**config.mk**
```make
export PLATFORM = sky130hd
export DESIGN_NAME = btb_update_ctrl_flat
export DESIGN_NICKNAME = d
export VERILOG_FILES = /design/src/rtl/btb_update_ctrl_if.sv /design/src/rtl/btb_update_ctrl.sv /design/src/flat_wrapper.sv
export SDC_FILE = /design/constraint.sdc
export NUM_CORES = 1
export LEC_CHECK = 0
export ABC_AREA = 1
export CAP_MARGIN = 20
export CORE_UTILIZATION = 57
export DETAILED_ROUTE_END_ITERATION = 8
export DONT_BUFFER_PORTS = 1
export MAX_ROUTING_LAYER = met4
export PLACE_DENSITY = 0.75
export SYNTH_ARGS = -nofsm -noshare
export SYNTH_HDL_FRONTEND = slang
export SYNTH_SLANG_ARGS = --single-unit
```
**constraint.sdc**
```tcl
create_clock -name CLK -period 3.9 [get_ports CLK]
set_clock_uncertainty 0.2 [all_clocks]
set_input_delay 0.78 -clock CLK [delete_from_list [all_inputs] [get_ports CLK]]
set_output_delay 0.78 -clock CLK [all_outputs]
set_load 0.02 [all_outputs]
```
**src/rtl/btb_update_ctrl_if.sv**
```systemverilog
// ============================================================================
// Module   : btb_update_ctrl_if
// Brief    : Mispredict update requests in, branch-target cache write port out.
// Revision : 1.0 - initial release
// ============================================================================
`default_nettype none

interface btb_update_ctrl_if #(
  parameter int PC_W  = 13,
  parameter int IDX_W = 11,
  parameter int TAG_W = 2
);
  logic                   fail_predictD;
  logic [PC_W-1:0]        pcD;
  logic [PC_W-1:0]        nextpcD;
  logic                   fail_predictE;
  logic [PC_W-1:0]        pcE;
  logic [PC_W-1:0]        nextpcE;
  logic                   flush_req;
  logic [IDX_W-1:0]       w_addr;
  logic [TAG_W+PC_W:0]    w_data;
  logic                   wen;
  logic                   pred_en;
  logic                   busy;
  logic                   drop_pulse;

  modport master (
    output fail_predictD, pcD, nextpcD, fail_predictE, pcE, nextpcE, flush_req,
    input  w_addr, w_data, wen, pred_en, busy, drop_pulse
  );

  modport slave (
    input  fail_predictD, pcD, nextpcD, fail_predictE, pcE, nextpcE, flush_req,
    output w_addr, w_data, wen, pred_en, busy, drop_pulse
  );
endinterface

`default_nettype wire

```
**src/rtl/btb_update_ctrl.sv**
```systemverilog
// ============================================================================
// Module   : btb_update_ctrl
// Brief    : Sweeps the branch-target cache invalid after reset/flush and merges
//            D/E mispredict updates into its single write port via a small FIFO.
//            Optional counters: define BTB_UPD_STATS_EN.
// Revision : 1.0 - initial release
// ============================================================================
`default_nettype none

module btb_update_ctrl #(
  parameter int PC_W       = 13,
  parameter int IDX_W      = 11,
  parameter int TAG_W      = 2,
  parameter int FIFO_DEPTH = 4
) (
  input  wire logic           CLK,
  input  wire logic           RST_N,
  btb_update_ctrl_if.slave    bus
`ifdef BTB_UPD_STATS_EN
  ,
  output logic [31:0]         stat_upd,
  output logic [31:0]         stat_drop,
  output logic [31:0]         stat_dsquash
`endif
);

  localparam int               c_ptr_w   = $clog2(FIFO_DEPTH);
  localparam int               c_cnt_w   = c_ptr_w + 1;
  localparam int               c_data_w  = 1 + TAG_W + PC_W;
  localparam logic [c_cnt_w-1:0] c_depth = c_cnt_w'(FIFO_DEPTH);
  localparam logic [c_ptr_w-1:0] c_ptr_one = c_ptr_w'(1);
  localparam logic [IDX_W-1:0] c_last    = {IDX_W{1'b1}};

  typedef enum logic [0:0] {
    S_CLEAR = 1'b0,
    S_IDLE  = 1'b1
  } state_t;

  state_t                 r_state;
  state_t                 w_state_nxt;

  logic [IDX_W-1:0]       r_cnt;
  logic                   r_wen;
  logic [IDX_W-1:0]       r_addr;
  logic [c_data_w-1:0]    r_data;
  logic                   r_busy;
  logic                   r_pred_en;
  logic                   r_drop;

  // FIFO entries hold {pc, nextpc}; index/tag are split out on write.
  logic [2*PC_W-1:0]      r_mem [FIFO_DEPTH];
  logic [c_ptr_w-1:0]     r_rd_ptr;
  logic [c_ptr_w-1:0]     r_wr_ptr;
  logic [c_cnt_w-1:0]     r_count;

  logic                   w_cand_vld;
  logic [PC_W-1:0]        w_cand_pc;
  logic [PC_W-1:0]        w_cand_tgt;
  logic [PC_W-1:0]        w_head_pc;
  logic [PC_W-1:0]        w_head_tgt;
  logic                   w_in_clear;
  logic                   w_empty;
  logic                   w_full;
  logic                   w_push;
  logic                   w_pop;
  logic                   w_bypass;
  logic                   w_drop;
  logic [c_ptr_w-1:0]     w_wr_idx;

  // E wins: a D request in the same cycle sits on the squashed path.
  always_comb begin
    w_cand_vld = bus.fail_predictE | bus.fail_predictD;
    w_cand_pc  = bus.fail_predictE ? bus.pcE     : bus.pcD;
    w_cand_tgt = bus.fail_predictE ? bus.nextpcE : bus.nextpcD;
    {w_head_pc, w_head_tgt} = r_mem[r_rd_ptr];
    w_in_clear = (r_state == S_CLEAR);
    w_empty    = (r_count == '0);
    w_full     = (r_count == c_depth);
    w_pop      = !bus.flush_req && !w_in_clear && !w_empty;
    w_bypass   = !bus.flush_req && !w_in_clear && w_empty && w_cand_vld;
    w_drop     = !bus.flush_req && w_in_clear && w_full && w_cand_vld;
    w_push     = w_cand_vld && (bus.flush_req ||
                                (w_in_clear && !w_full) ||
                                (!w_in_clear && !w_empty));
    w_wr_idx   = bus.flush_req ? '0 : r_wr_ptr;
  end

  always_ff @(posedge CLK or negedge RST_N) begin
    if (!RST_N) begin
      r_state <= S_CLEAR;
    end else begin
      r_state <= w_state_nxt;
    end
  end

  always_comb begin
    w_state_nxt = r_state;
    if (bus.flush_req) begin
      w_state_nxt = S_CLEAR;
    end else if (r_state == S_CLEAR && r_cnt == c_last) begin
      w_state_nxt = S_IDLE;
    end
  end

  // Storage carries no reset; validity is tracked entirely by the pointers.
  always_ff @(posedge CLK) begin
    if (w_push) begin
      r_mem[w_wr_idx] <= {w_cand_pc, w_cand_tgt};
    end
  end

  always_ff @(posedge CLK or negedge RST_N) begin
    if (!RST_N) begin
      r_cnt     <= '0;
      r_wen     <= 1'b0;
      r_addr    <= '0;
      r_data    <= '0;
      r_busy    <= 1'b1;
      r_pred_en <= 1'b0;
      r_drop    <= 1'b0;
      r_rd_ptr  <= '0;
      r_wr_ptr  <= '0;
      r_count   <= '0;
    end else begin
      r_drop    <= w_drop;
      r_busy    <= bus.flush_req | w_in_clear;
      r_pred_en <= !(bus.flush_req | w_in_clear);

      if (bus.flush_req) begin
        r_wen <= 1'b0;
        r_cnt <= '0;
      end else if (w_in_clear) begin
        r_wen  <= 1'b1;
        r_addr <= r_cnt;
        r_data <= '0;
        r_cnt  <= r_cnt + 1'b1;
      end else if (w_pop) begin
        r_wen  <= 1'b1;
        r_addr <= w_head_pc[IDX_W-1:0];
        r_data <= {1'b1, w_head_pc[PC_W-1:IDX_W], w_head_tgt};
      end else if (w_bypass) begin
        r_wen  <= 1'b1;
        r_addr <= w_cand_pc[IDX_W-1:0];
        r_data <= {1'b1, w_cand_pc[PC_W-1:IDX_W], w_cand_tgt};
      end else begin
        r_wen  <= 1'b0;
      end

      if (bus.flush_req) begin
        r_rd_ptr <= '0;
        r_wr_ptr <= w_push ? c_ptr_one : '0;
        r_count  <= w_push ? c_cnt_w'(1) : '0;
      end else begin
        if (w_push) r_wr_ptr <= r_wr_ptr + 1'b1;
        if (w_pop)  r_rd_ptr <= r_rd_ptr + 1'b1;
        case ({w_push, w_pop})
          2'b10:   r_count <= r_count + 1'b1;
          2'b01:   r_count <= r_count - 1'b1;
          default: r_count <= r_count;
        endcase
      end
    end
  end

`ifdef BTB_UPD_STATS_EN
  always_ff @(posedge CLK or negedge RST_N) begin
    if (!RST_N) begin
      stat_upd     <= '0;
      stat_drop    <= '0;
      stat_dsquash <= '0;
    end else begin
      if (w_cand_vld && !w_drop)                  stat_upd     <= stat_upd + 32'd1;
      if (w_drop)                                 stat_drop    <= stat_drop + 32'd1;
      if (bus.fail_predictE && bus.fail_predictD) stat_dsquash <= stat_dsquash + 32'd1;
    end
  end
`endif

  assign bus.wen        = r_wen;
  assign bus.w_addr     = r_addr;
  assign bus.w_data     = r_data;
  assign bus.busy       = r_busy;
  assign bus.pred_en    = r_pred_en;
  assign bus.drop_pulse = r_drop;

endmodule

`default_nettype wire

```
**src/flat_wrapper.sv**
```systemverilog
// flat-port wrapper written by rule: the top's interface ports become plain ports
module btb_update_ctrl_flat 
#(
  parameter int PC_W       = 13,
  parameter int IDX_W      = 11,
  parameter int TAG_W      = 2,
  parameter int FIFO_DEPTH = 4
)
  (CLK, RST_N, bus_fail_predictD, bus_pcD, bus_nextpcD, bus_fail_predictE, bus_pcE, bus_nextpcE, bus_flush_req, bus_w_addr, bus_w_data, bus_wen, bus_pred_en, bus_busy, bus_drop_pulse);
  btb_update_ctrl_if #(.PC_W(PC_W), .IDX_W(IDX_W), .TAG_W(TAG_W)) bus_i ();
  input  wire logic CLK;
  input  wire logic RST_N;
  input wire logic [$bits(bus_i.fail_predictD)-1:0] bus_fail_predictD;
  input wire logic [$bits(bus_i.pcD)-1:0] bus_pcD;
  input wire logic [$bits(bus_i.nextpcD)-1:0] bus_nextpcD;
  input wire logic [$bits(bus_i.fail_predictE)-1:0] bus_fail_predictE;
  input wire logic [$bits(bus_i.pcE)-1:0] bus_pcE;
  input wire logic [$bits(bus_i.nextpcE)-1:0] bus_nextpcE;
  input wire logic [$bits(bus_i.flush_req)-1:0] bus_flush_req;
  output wire logic [$bits(bus_i.w_addr)-1:0] bus_w_addr;
  output wire logic [$bits(bus_i.w_data)-1:0] bus_w_data;
  output wire logic [$bits(bus_i.wen)-1:0] bus_wen;
  output wire logic [$bits(bus_i.pred_en)-1:0] bus_pred_en;
  output wire logic [$bits(bus_i.busy)-1:0] bus_busy;
  output wire logic [$bits(bus_i.drop_pulse)-1:0] bus_drop_pulse;
  assign bus_i.fail_predictD = bus_fail_predictD;
  assign bus_i.pcD = bus_pcD;
  assign bus_i.nextpcD = bus_nextpcD;
  assign bus_i.fail_predictE = bus_fail_predictE;
  assign bus_i.pcE = bus_pcE;
  assign bus_i.nextpcE = bus_nextpcE;
  assign bus_i.flush_req = bus_flush_req;
  assign bus_w_addr = bus_i.w_addr;
  assign bus_w_data = bus_i.w_data;
  assign bus_wen = bus_i.wen;
  assign bus_pred_en = bus_i.pred_en;
  assign bus_busy = bus_i.busy;
  assign bus_drop_pulse = bus_i.drop_pulse;
  btb_update_ctrl #(.PC_W(PC_W), .IDX_W(IDX_W), .TAG_W(TAG_W), .FIFO_DEPTH(FIFO_DEPTH)) u_core (.CLK(CLK), .RST_N(RST_N), .bus(bus_i));
endmodule
```
==> summary.txt, run 1 <==
Clock tree
  • CTS tree: built
  • Clock-pin slew on the worst setup and hold paths: 0.06 ns
  • Resized Gates After CTS: 0
  • Hold_buf cts: 1
  • Clock Latency Late Sink: 0.43 ns
  • H-tree levels: 4
  • CTS root buf: clkbuf_16
  • CTS buffer count: 17
  • Clock sinks: 154
  • Post-CTS Setup Bufs: 0
  • Clk buf depth: 2

Timing
  • Final number of hold-violating endpoints: 0
  • Slew @ Worst Pin: 0.6053 ns
  • RSZ-0062 raised after global routing: no
  • Peak Freq: 360.0 MHz
  • Max Slew Vio Count: 0
  • Setup violators final: 0
  • Slew margin rel.: 0.5939
  • Post-route setup TNS: 0 ns
  • Worst Setup Slack, final: 1.122 ns
  • Fin crit share: 0.7123
  • Minimum clock period: 2.778 ns

Logic synthesis
  • Largest family of logic cells by synthesized area: simple AND/OR/NAND/NOR gates
  • Post-synth top area cell: edfxtp_1
  • Register area share after synthesis: 0.6398
  • Synth top cells by count: nand2_1, edfxtp_1, nor2_1
  • FF+latch count, synth: 154
  • Synth Flop Type: edfxtp_1
  • Post-synthesis mux area share: 0
  • Most numerous cell in the Yosys netlist: nand2_1
  • Post-synthesis xor/xnor area fraction: 0.001281
  • Synth Net Count: 747
  • Top-area cell type share of the netlist area: 0.4566
  • Number of enable flip-flop cells after synthesis: 104
  • Compound-cell area share of the yosys netlist: 0.1034
  • Cell variety after synth: 35
  • Synth Area in Simple Gates: 0.1943
  • Synth Warn #: 0
  • Post-synthesis cell count: 688
  • Ranking of synthesized cells by area: edfxtp_1, dfrtp_1, nand2_1, o21ai_0, nor2_1
  • Ys async rst share: 0.3247
  • Post-synthesis cell area: 6839 um2
  • Avg Inst Size Synth: 9.940 um2
  • Synth Area in Adders: 0.004757

Placement
  • # port buffers: 0
  • Routability cong.: 0.9061
  • Placed Instances: 805
  • Setup Slack @ Placement: 1.136 ns
  • DP HPWL: 9297 um

GRT
  • Antenna violations before repair: 0
  • Grt ovf: 0
  • Largest net degree at the start of global routing: 51
  • Vias in the first global route: 4659
  • First-pass GRT wire length: 23580 um
  • Overall Global Routing Usage: 0.2609

Detailed routing
  • Final ANT Viol Nets: 0
  • # DRC: 6
  • DRT iter0 DRCs: 432
  • Via count: 4896
  • Wire per inst: 17.73 um
  • Number of detailed-routing iterations run before antenna repair: 7
  • Drt total wl: 14860 um
  • Vias per std cell: 5.842

Critical path
  • CP endpoint kind: flop
  • Reg2Reg Setup Slack: 1.12 ns
  • Worst Setup SP: u_core.r_state
  • Crit path to: u_core.r_mem[1][4]
  • Reg2Reg Depth: 6
  • R2r startpoint: u_core.r_state
  • CP Data Required Time: 3.81 ns
  • Crit Path Max Fanout: 22
  • WS Path Type: reg2reg
  • Crit start category: flop
  • Reg-to-Reg End: u_core.r_mem[1][4]
  • Worst Path Arrival: 2.69 ns

Die
  • Core area: 11560 um2
  • Die Footprint: 12440 um2
  • Die width: 111.5 um
  • Rows: 39
  • Die height: 111.5 um
  • Initial Util: 0.5914
  • I/O pin total: 88

Power and ir drop
  • Max VDD drop: 0.4433 mV
  • Pleak: 3.011 nW
  • Total power draw: 3.757 mW
  • Power density over the cells: 500.1 nW/um2

Layout
  • Nets: 741
  • FILL cells: 876
  • FF+latch area: 4375 um2
  • Antenna cells: 0
  • Layout cells sized above 1: 0.08921
  • Area of the multi-input gates: 2107 um2
  • Final Non-Filler Cells: 838
  • Area Overhead vs Synth: 9.861%

Worst hold path
  • Min-Delay Path Class: in2async

Status
  • Violated checks: design-rule violations
  • Outcome: finished, violations left

Run
  • Max cap viols: 0
-- power by group --
| group | internal [mW] | switching, mW | leakage, nW |
|---|---|---|---|
| combinational | 0.0683 | 0.179 | 1.10 |
| clock | 0.932 | 0.654 | 0.281 |
| sequential | 1.87 | 0.0509 | 1.63 |
-- placed cells by master (no fill, tap or decap), drive strengths merged --
master,synthesis,final
clkinvlp,0,2
dfstp,1,1
buf,27,11
a21oi,47,47
nor2,81,81
ha,1,1
nand4,2,2
nor3,10,10
nand2,175,175
o211ai,10,10
bufinv,0,1
o21ai,73,73
edfxtp,104,104
o31ai,1,1
clkbuf,9,20
and3,1,1
xor2,1,1
clkinv,3,9
inv,42,45
o22ai,2,2
nor4,2,2
dfrtp,49,49
nand3,46,46
fa,1,1
-- how the worst min path moves through the flow --
stage,start,endpoint,cells after the start
global route,RST_N,u_core.bus.w_data[3],1
global placement,RST_N,u_core.bus.w_addr[7],0
detailed placement,RST_N,u_core.bus.w_addr[7],0
floorplan,RST_N,u_core.bus.drop_pulse,0
finish,RST_N,u_core.bus.w_data[3],1
CTS,RST_N,u_core.bus.w_data[3],1
-- registers in the layout, indices dropped and copies added (netlist names) --
name / count
u_core.r_mem: 104
u_core.bus.w_data: 16
u_core.bus.w_addr: 11
u_core.r_cnt: 11
u_core.r_count: 3
u_core.r_rd_ptr: 2
u_core.r_wr_ptr: 2
u_core.bus.busy: 1
u_core.bus.drop_pulse: 1
u_core.bus.pred_en: 1
u_core.bus.wen: 1
u_core.r_state: 1
-- final cells by class --
cell class                 instances  area share
multi-input combinational        453      0.2804
inverter                          45     0.02281
timing repair buffer              11     0.01366
clock buffer                      20     0.06211
clock inverter                    12     0.01482
sequential                       154      0.5823
tap                              143     0.02381
-- critical path: stages (launching register included) --
cell and delay [ns]:
dfrtp_1 0.55, inv_2 0.39, nor2_4 0.09, nand3_1 0.12
nand3_2 0.21, nor4_4 0.51, buf_4 0.38
-- metrics by stage --
step / hold slack (ns) / util / instance area (um2)
global placement: 0.2854 / 0.5973 / 6908
floorplan: 0.2844 / - / 6845
finish: 0.005979 / 0.6497 / 7513
detailed placement: 0.2854 / 0.5973 / 6908
CTS: 0.009306 / 0.6497 / 7513
global route: 0.008835 / 0.6497 / 7513
-- cell families after synthesis --
kind of cell,count (synthesis)
and+or+nand+nor,317
DFF,154
AOI/OAI and AO/OA,133
buffers and inverters,81
adders and majority gates,2
xor gates and xnor gates,1
-- metal layers --
layer  track usage  wire (um)  up-vias
li1              -          -     2311
met1        0.3215       6213     2331
met2        0.4071       7184      236
met3       0.07458       1217       18
met4        0.1072        245        0
met5             -          0        -
(Power assumes the default switching activity.)
==> inputs of run 2 (changes only) <==
- clock period: 3.9 -> 2.35 ns (I/O delays scaled with it)
==> run 2 against run 1 <==
  * The run still ends with design-rule violations left
  * Setup slack worse by 1.0 ns
  * Non-clock buffer count increased by 14
  * Utilization rose by 2.7 points
  * Combinational power rose by 90%
  * Total power is 78% higher
  * Critical path depth grew 5
  * Register-to-register slack lost 0.96 ns
  * Worst hold slack better by 0.029 ns
  * Sequential share of layout area shrank 2.3 points
  * Via count grew 2.6%
  * Global-route usage increased by 0.75 points
  * Final cell count up 1.7%
  * Largest power group unchanged
  * Highest routed layer unchanged
==> summary.txt, run 2 (same netlist as run 1, synthesis figures left out) <==
Critical path
  • Crit start category: input port
  • WP depth: 11 (+5)
  • Reg2Reg Depth: 11 (+5)
  • Crit path to: u_core.r_count[2]
  • Crit Path Max Fanout: 4 (-82%)
  • Worst Setup SP: bus_fail_predictD
  • Crit path largest cell delay: 0.66 ns (+0.11 ns)
  • Critical path cell sequence: dlygate4sd3_1, nor2_8, nand4_1, inv_1, fa_1, xor2_1, nand3_1, nand2_1, nor2_1, nand2_1, nand2_1
  • CP endpoint kind: flop
  • Most used cell, CP: nand2_1
  • WS Path Type: in2reg
  • Bufs and invs on worst path: 2 (unchanged)
  • Reg2Reg Setup Slack: 0.16 ns (-0.96 ns)
  • Reg-to-Reg End: u_core.r_count[2]
  • Critical Path Slowest Stage Cell: dlygate4sd3_1
  • Worst Path Arrival: 2.35 ns (-0.34 ns)
  • CP Data Required Time: 2.47 ns (-1.34 ns)
  • R2r startpoint: u_core.r_count[0]
  • Largest delay share family, worst path: buffers and inverters

Placement
  • # port buffers: 0 (unchanged)
  • DP HPWL: 9199 um (-1.1%)
  • Routability cong.: 0.8750 (-3.4%)

Run
  • Max cap viols: 0 (unchanged)

Detailed routing
  • Drt total wl: 15300 um (+2.9%)
  • Top layer in use: met4
  • DRT iter0 DRCs: 474 (+9.7%)
  • Via count: 5024 (+2.6%)
  • Wire per inst: 17.95 um (+1.2%)
  • Met3 WL: 1086 um (-11%)
  • Final ANT Viol Nets: 0 (unchanged)
  • Vias per std cell: 5.897 (+0.93%)
  • Routed wl met2: 7804 um (+8.6%)
  • Number of detailed-routing iterations run before antenna repair: 9 (+2)
  • # DRC: 5 (-1)
  • Metal-1 WL: 6134 um (-1.3%)

Timing
  • Slew margin rel.: 0.6128 (+0.01884)
  • Setup violators final: 0 (unchanged)
  • Max Slew Vio Count: 0 (unchanged)
  • Hold WS: 0.03465 ns (+0.02867 ns)
  • Fin crit share: 0.9481
  • RSZ-0062 raised after global routing: no
  • Minimum clock period: 2.228 ns
  • Slew @ Worst Pin: 0.5808 ns (-0.02452 ns)
  • Peak Freq: 448.8 MHz
  • Final number of hold-violating endpoints: 0 (unchanged)

Layout
  • Biggest register: u_core.r_mem
  • FILL cells: 819 (-6.5%)
  • Commonest non-fill, non-tap cells in the layout: nand2_1, edfxtp_1, nor2_1, o21ai_0, dfrtp_1
  • Final core occ: 0.6764 (+0.02672)
  • Nets: 755 (+1.9%)
  • Antenna cells: 0 (unchanged)
  • Area Overhead vs Synth: 14.38%
  • Largest register FFs: 104 (unchanged)
  • Most common cell after layout, fill and taps aside: nand2_1
  • Layout cells sized above 1: 0.1058 (+0.01657)

Status
  • Outcome: finished, violations left
  • Violated checks: design-rule violations

Die
  • Die width: 111.5 um (unchanged)
  • Initial Util: 0.5914 (unchanged)
  • I/O pin total: 88 (unchanged)
  • Core area: 11560 um2 (unchanged)
  • Die height: 111.5 um (unchanged)
  • Die Footprint: 12440 um2 (unchanged)
  • Rows: 39 (unchanged)

Clock tree
  • CTS root buf: clkbuf_16
  • CTS tree: built
  • H-tree levels: 4 (unchanged)
  • CTS buffer count: 17 (unchanged)
  • Clock Latency Late Sink: 0.43 ns (about the same)
  • Clock-pin slew on the worst setup and hold paths: 0.06 ns (about the same)
  • Clock sinks: 154 (unchanged)
  • Clk buf depth: 2 (unchanged)

GRT
  • Largest net degree at the start of global routing: 56 (+9.8%)
  • Vias in the first global route: 4750 (+2.0%)
  • Overall Global Routing Usage: 0.2684 (+0.007531)
  • Antenna violations before repair: 0 (unchanged)
  • Grt ovf: 0 (unchanged)
  • First-pass GRT wire length: 24120 um (+2.3%)

Power and ir drop
  • Pleak: 3.150 nW (+4.6%)
  • Max VDD drop: 0.8403 mV (+90%)
  • Power density over the cells: 855.8 nW/um2 (+71%)

Worst hold path
  • Min-Delay Path Class: in2reg
  • Hold Crit Depth: 3
[run 2: worst min-delay path by stage]
stage                            endpoint  slack [ns]     startpoint
finish                 u_core.r_rd_ptr[0]        0.03  bus_flush_req
global route           u_core.r_rd_ptr[0]        0.05  bus_flush_req
global placement           u_core.bus.wen       -0.02          RST_N
CTS                    u_core.r_rd_ptr[0]        0.02  bus_flush_req
floorplan           u_core.bus.drop_pulse       -0.03          RST_N
detailed placement         u_core.bus.wen       -0.02          RST_N
[run 2: layout make-up]
cell class | count | area, um2 | share of cell area
flip-flops and latches | 154 | 4375 | 0.5593
multi-input cells | 453 | 2158 | 0.2759
clock buffers | 17 | 425.4 | 0.05438
repair buffers | 25 | 275.3 | 0.03519
clock inverters | 15 | 235.2 | 0.03007
well taps | 143 | 178.9 | 0.02287
inverters | 45 | 173.9 | 0.02223
[run 2: power by group]
part | total [mW] | internal (mW) | switching (mW)
logic | 0.471 | 0.150 | 0.321
clock network | 3.03 | 1.91 | 1.13
registers | 3.19 | 3.11 | 0.0841
total | 6.69 | 5.16 | 1.53
[run 2: what timing repair did]
| item | 4_1_cts | 5_1_grt |
|---|---|---|
| endpoints found under the setup margin | 0 | 26 |
| buffers inserted | 0 | 0 |
| hold buffers | 7 | 0 |
| endpoints found under the hold margin | 60 | 0 |
| gates resized for setup | 0 | 1 |
[run 2: tightest hold or removal path, delay by kind of cell]
family,cells,cell delay [ns]
AO/OA/AOI/OAI,1,0.06
AND/OR/NAND/NOR,2,0.08
[run 2: per-stage QoR]
stage	std cells	instance area [um2]	setup slack, ns	setup TNS (ns)	total power, mW
3_3_place_gp	813	7072	0.2836	0	3.650
2_1_floorplan	688	6925	-0.3434	-11.65	3.545
6_report	852	7823	0.1220	0	6.695
5_1_grt	852	7823	0.002385	0	6.891
4_1_cts	852	7820	0.009946	0	6.718
3_5_place_dp	813	7072	0.1838	0	3.675
[run 2: layer usage]
metal,up-vias,track usage
li1,2352,-
met3,21,0.07512
met5,-,-
met2,199,0.4358
met4,0,0.09550
met1,2452,0.3230
